<file path="src/rtl/id_ex_pipe.sv">
// ID/EX pipeline stage: a main register plus one skid register, with ready registered from skid occupancy.
// Optional build macro ID_EX_FWD_INFO_EN carries the rs1/rs2 source addresses alongside rd for forwarding.
module id_ex_pipe #(
  parameter int DATA_W = 32,
  parameter int CNT_W  = 16
) (
  input  logic              clk_i,
  input  logic              rst_i,
  input  logic              in_valid_i,
  output logic              in_ready_o,
  input  logic              RegWrite_i,
  input  logic              ALUSrc_i,
  input  logic [1:0]        ALUOp_i,
  input  logic [DATA_W-1:0] rs1_data_i,
  input  logic [DATA_W-1:0] rs2_data_i,
  input  logic [DATA_W-1:0] imm_i,
  input  logic [9:0]        funct_i,
  input  logic [4:0]        rd_i,
`ifdef ID_EX_FWD_INFO_EN
  input  logic [4:0]        rs1_addr_i,
  input  logic [4:0]        rs2_addr_i,
  output logic [4:0]        rs1_addr_o,
  output logic [4:0]        rs2_addr_o,
`endif
  input  logic              flush_i,
  output logic              out_valid_o,
  input  logic              out_ready_i,
  output logic              RegWrite_o,
  output logic              ALUSrc_o,
  output logic [1:0]        ALUOp_o,
  output logic [DATA_W-1:0] rs1_data_o,
  output logic [DATA_W-1:0] rs2_data_o,
  output logic [DATA_W-1:0] imm_o,
  output logic [9:0]        funct_o,
  output logic [4:0]        rd_o,
  output logic [CNT_W-1:0]  stall_cnt_o,
  output logic [1:0]        state_o
);

  localparam logic [1:0] S_EMPTY = 2'd0;
  localparam logic [1:0] S_ONE   = 2'd1;
  localparam logic [1:0] S_FULL  = 2'd2;

`ifdef ID_EX_FWD_INFO_EN
  localparam int BW = 4 + 3 * DATA_W + 15 + 10;
`else
  localparam int BW = 4 + 3 * DATA_W + 15;
`endif

  // Handshake: a bundle moves on any rising edge where valid and ready are both high;
  // the producer holds a valid bundle stable until it moves.
  logic [1:0]       r_state;
  logic [BW-1:0]    r_main;
  logic [BW-1:0]    r_skid;
  logic [CNT_W-1:0] r_stall;
  logic [BW-1:0]    w_in;
  logic             w_in_xfer;
  logic             w_out_xfer;
  logic             w_main_rw;

`ifdef ID_EX_FWD_INFO_EN
  assign w_in = {RegWrite_i, ALUSrc_i, ALUOp_i, rs1_data_i, rs2_data_i, imm_i, funct_i, rd_i,
                 rs1_addr_i, rs2_addr_i};
  assign {w_main_rw, ALUSrc_o, ALUOp_o, rs1_data_o, rs2_data_o, imm_o, funct_o, rd_o,
          rs1_addr_o, rs2_addr_o} = r_main;
`else
  assign w_in = {RegWrite_i, ALUSrc_i, ALUOp_i, rs1_data_i, rs2_data_i, imm_i, funct_i, rd_i};
  assign {w_main_rw, ALUSrc_o, ALUOp_o, rs1_data_o, rs2_data_o, imm_o, funct_o, rd_o} = r_main;
`endif

  // Ready depends only on the state register, so out_ready_i never reaches in_ready_o.
  assign in_ready_o  = (r_state != S_FULL);
  assign out_valid_o = (r_state != S_EMPTY);
  assign w_in_xfer   = in_valid_i && in_ready_o;
  assign w_out_xfer  = out_valid_o && out_ready_i;
  assign RegWrite_o  = w_main_rw && out_valid_o;
  assign stall_cnt_o = r_stall;
  assign state_o     = r_state;

  always_ff @(posedge clk_i) begin
    if (rst_i) begin
      r_state <= S_EMPTY;
      r_main  <= '0;
      r_skid  <= '0;
    end else if (flush_i) begin
      // Data stays in main so outputs hold their last contents while invalid.
      r_state <= S_EMPTY;
    end else begin
      case (r_state)
        S_EMPTY: begin
          if (w_in_xfer) begin
            r_main  <= w_in;
            r_state <= S_ONE;
          end
        end
        S_ONE: begin
          if (w_in_xfer && w_out_xfer) begin
            r_main <= w_in;
          end else if (w_in_xfer) begin
            r_skid  <= w_in;
            r_state <= S_FULL;
          end else if (w_out_xfer) begin
            r_state <= S_EMPTY;
          end
        end
        S_FULL: begin
          if (w_out_xfer) begin
            r_main  <= r_skid;
            r_state <= S_ONE;
          end
        end
        default: r_state <= S_EMPTY;
      endcase
    end
  end

  always_ff @(posedge clk_i) begin
    if (rst_i) begin
      r_stall <= '0;
    end else if (out_valid_o && !out_ready_i && (r_stall != {CNT_W{1'b1}})) begin
      r_stall <= r_stall + CNT_W'(1);
    end
  end

endmodule

</file>
<file path="config.mk">
export PLATFORM = sky130hd
export DESIGN_NAME = id_ex_pipe
export DESIGN_NICKNAME = d
export VERILOG_FILES = /design/src/rtl/id_ex_pipe.sv
export SDC_FILE = /design/constraint.sdc
export NUM_CORES = 1
export LEC_CHECK = 0
export BUFFER_PORTS_ARGS = -buffer_cell sky130_fd_sc_hd__buf_4
export CAP_MARGIN = 20
export CORE_UTILIZATION = 45
export DETAILED_ROUTE_END_ITERATION = 10
export PLACE_DENSITY = 0.65
export SYNTH_ARGS = -nofsm -noshare
export SYNTH_HDL_FRONTEND = slang
export SYNTH_SLANG_ARGS = --single-unit
export TNS_END_PERCENT = 30
</file>
<file path="constraint.sdc">
create_clock -name clk_i -period 2.1 [get_ports clk_i]
set_input_delay 0.21 -clock clk_i [delete_from_list [all_inputs] [get_ports clk_i]]
set_output_delay 0.21 -clock clk_i [all_outputs]
set_load 0.01 [all_outputs]
</file>
==> impl_metrics.csv <==
group,metric,value,unit
status,status,"finished clean",
routing,wirelength,29100,um
synth,ys.flop_type,"dfxtp_1",
layout,multi_input_area,4890,sq um
power,pwr-share-clk,0.420,
power,ir_drop,0.000510,V
timing,setup_violations,0,
synth,synth_top_cell_by_area,"dfxtp_1",
power,seqPwrFrac,0.451,
timing,drv_slew,0,
power,p_leak,6.31,nW
global_routing,grtUsageTotal,0.220,
clock_tree,cts_max_level,1,
layout,area_delta_synth_final,29.9,%
clock_tree,clockBufferDepth,3,
worst_setup_path,required,1.89,ns
worst_setup_path,critPathKind,"register to primary output",
routing,top_layer_used,"met5",
timing,tightestPinTransition,0.706,ns
synth,postSynthCellCount,1270,
global_routing,grt-ovfl-total,0,
worst_setup_path,path_cells,"nand2b_4 > buf_12 > buf_4",
layout,drive_above_1_share,0.226,
routing,drt_pass1_iterations,5,
routing,route.met2.wl,13500,um
routing,drt_iter0_drc,646,
power,pwr-share-comb,0.129,
place,place_congestion,0.786,
die,rows,57,
flow_run,drv_cap,0,
worst_setup_path,critical_path.slowest_cell,"dfxtp_1",
place,hpwl,16900,um
clock_tree,clock_sinks,248,
place,io_buffers,254,
layout,fin_nets,1585,
worst_setup_path,cp_slowest_stage_delay,0.45,ns
clock_tree,cts_tree,"done",
clock_tree,clkTransAtPathRegs,0.06,ns
layout,final_util,0.598,
power,powerDensity,759,nW/um^2
synth,synth_area_leaders,"dfxtp_1, a21oi_1, mux2i_1",
die,ios,255,
timing,fmax,539,MHz
synth,synth-seq-cells,248,
synth,ys_types,46,
power,p_int,8.39,mW
timing,slew_headroom,0.529,
clock_tree,root_buffer,"clkbuf_16",
die,die-area,25600,sq um
routing,met3WireLength,1560,um
routing,drc_errors,0,
synth,netlist.area_leader.share,0.442,
layout,seqCellArea,4960,sq um
routing,antenna_left,0,
routing,vias_per_cell,5.30,
worst_setup_path,cp-end-kind,"primary output",
worst_setup_path,critPathLaunchType,"register",
synth,async_flop_share,0,
global_routing,grt_max_degree,149,
die,die_w,160,um
global_routing,grt_pass1_vias,9136,
timing,rsz0062_at_grt,"no",
synth,avgSynthCellArea,8.85,sq um
synth,synthesis.nets,1391,
routing,wl_per_cell,16.1,um
synth,yosys_warnings,0,
worst_setup_path,critPathArrivalTime,1.65,ns
timing,finClkSkew,0.0112,ns
routing,wl_met1,13300,um
clock_tree,cts_resized,0,
timing,tns,0,ns
timing,finalCritPeriodShare,0.884,
die,die_y,160,um
die,core,24400,sq um
synth,ys_seq_area_frac,0.442,
clock_tree,clk_latency,0.52,ns
synth,synth_area,11200,sq um
clock_tree,numCtsBuffers,27,
worst_setup_path,cp_max_fo,36,
timing,fin_crit,1.86,ns
power,p_sw,2.67,mW
timing,final_hold_viol_count,0,
global_routing,antenna_found_initial,4,
power,switching_share,0.242,
global_routing,grt_pass1_wl,47200,um
die,initial_core_util,0.461,
layout,nFillCells,2146,
min_path,min_path_type,"primary input to register",
routing,dr_total_vias,9591,
synth,synth_edf_count,0,
per-layer routing:
layer	up-vias	GRT usage
li1	4810	-
met4	2	0.0701
met1	4481	0.293
met2	244	0.359
met3	54	0.0423
met5	-	0
layout make-up:
cell class | count | area share
sequential | 248 | 0.340
tap | 324 | 0.0278
multi-input combinational | 786 | 0.335
inverter | 5 | 0.00163
clock inverter | 10 | 0.00720
antenna | 3 | 0.000515
clock buffer | 38 | 0.0526
timing repair buffer | 396 | 0.235
state kept, by name, summed over array words and instances (netlist names):
| register | count |
|---|---|
| r_main | 115 |
| r_skid | 115 |
| stall_cnt_o | 16 |
| state_o | 2 |
cell usage in the layout, fill, tap and decap left out, types with 5 or more instances in the layout:
cell type / Yosys / layout
a21oi_1: 241 / 241
a311oi_1: 115 / 115
buf_12: 0 / 12
buf_4: 117 / 266
clkbuf_1: 70 / 6
clkbuf_16: 0 / 27
clkbuf_8: 1 / 6
clkinv_2: 0 / 6
dfxtp_1: 248 / 248
dlygate4sd3_1: 0 / 117
mux2_1: 6 / 6
mux2i_1: 117 / 117
nand2_1: 233 / 233
nand2b_1: 6 / 5
nand4_1: 6 / 6
nor2_1: 7 / 7
nor2b_1: 7 / 7
o21ai_0: 5 / 5
cells by family (layout without fill, tap and decap cells):
logic type,Yosys count,count (layout),synth area share
flops,248,248,0.442
fa+ha+maj,1,1,0.00111
buf+inv,236,449,0.125
other cells,0,3,0
mux,123,123,0.110
compound gates,374,374,0.209
simple gates,288,288,0.112
what timing repair did:
action / in CTS / in global routing
hold endpoints to repair: 117 / 0
buffers inserted: 0 / 0
hold buffers: 117 / 0
final timing paths:
path | startpoint | endpoint | slack (ns) | cells after the start
worst max-delay path | state_o[0]$_SDFFE_PP0P_ | in_ready_o | 0.24 | 3
worst min-delay path | in_valid_i | state_o[0]$_SDFFE_PP0P_ | 0.18 | 4
worst max register to register | state_o[1]$_SDFFE_PP0P_ | r_main[81]$_SDFFE_PP0P_ | 0.26 | 6
worst min register to register | r_skid[2]$_SDFFE_PP0P_ | r_skid[2]$_SDFFE_PP0P_ | 0.45 | 2
synth_stat cells, types with 5 or more instances:
| cell | instances |
|---|---|
| buf_4 | 117 |
| nor2b_1 | 7 |
| nand2b_1 | 6 |
| o21ai_0 | 5 |
| nand2_1 | 233 |
| a21oi_1 | 241 |
| buf_2 | 35 |
| nor2_1 | 7 |
| dfxtp_1 | 248 |
| nand4_1 | 6 |
| mux2_1 | 6 |
| a311oi_1 | 115 |
| mux2i_1 | 117 |
| clkbuf_1 | 70 |
power groups by stage:
stage	Sequential [mW]	Combinational (mW)	Clock (mW)
floorplan	5.06	0.838	0
global placement	5.09	1.22	0
detailed placement	5.09	1.24	0
CTS	4.98	1.42	4.77
global route	5.01	1.54	5.00
finish	4.99	1.43	4.65
critical path: cells and delay by family (launching register included):
family                 cells  cell delay, ns
buffers and inverters      2            0.43
DFF                        1            0.45
and+or+nand+nor            1            0.22
stage by stage:
stage | total power [mW] | hold slack, ns | instances | setup slack, ns | cell area, sq um
6_report | 11.1 | 0.180 | 1810 | 0.244 | 14600
5_1_grt | 11.6 | 0.165 | 1807 | 0.132 | 14600
4_1_cts | 11.2 | 0.160 | 1807 | 0.220 | 14600
3_5_place_dp | 6.32 | 0.435 | 1642 | 0.305 | 12500
3_3_place_gp | 6.30 | 0.432 | 1642 | 0.369 | 12500
2_1_floorplan | 5.90 | 0.287 | 1270 | 0.333 | 11200
(Power assumes the default switching activity.)
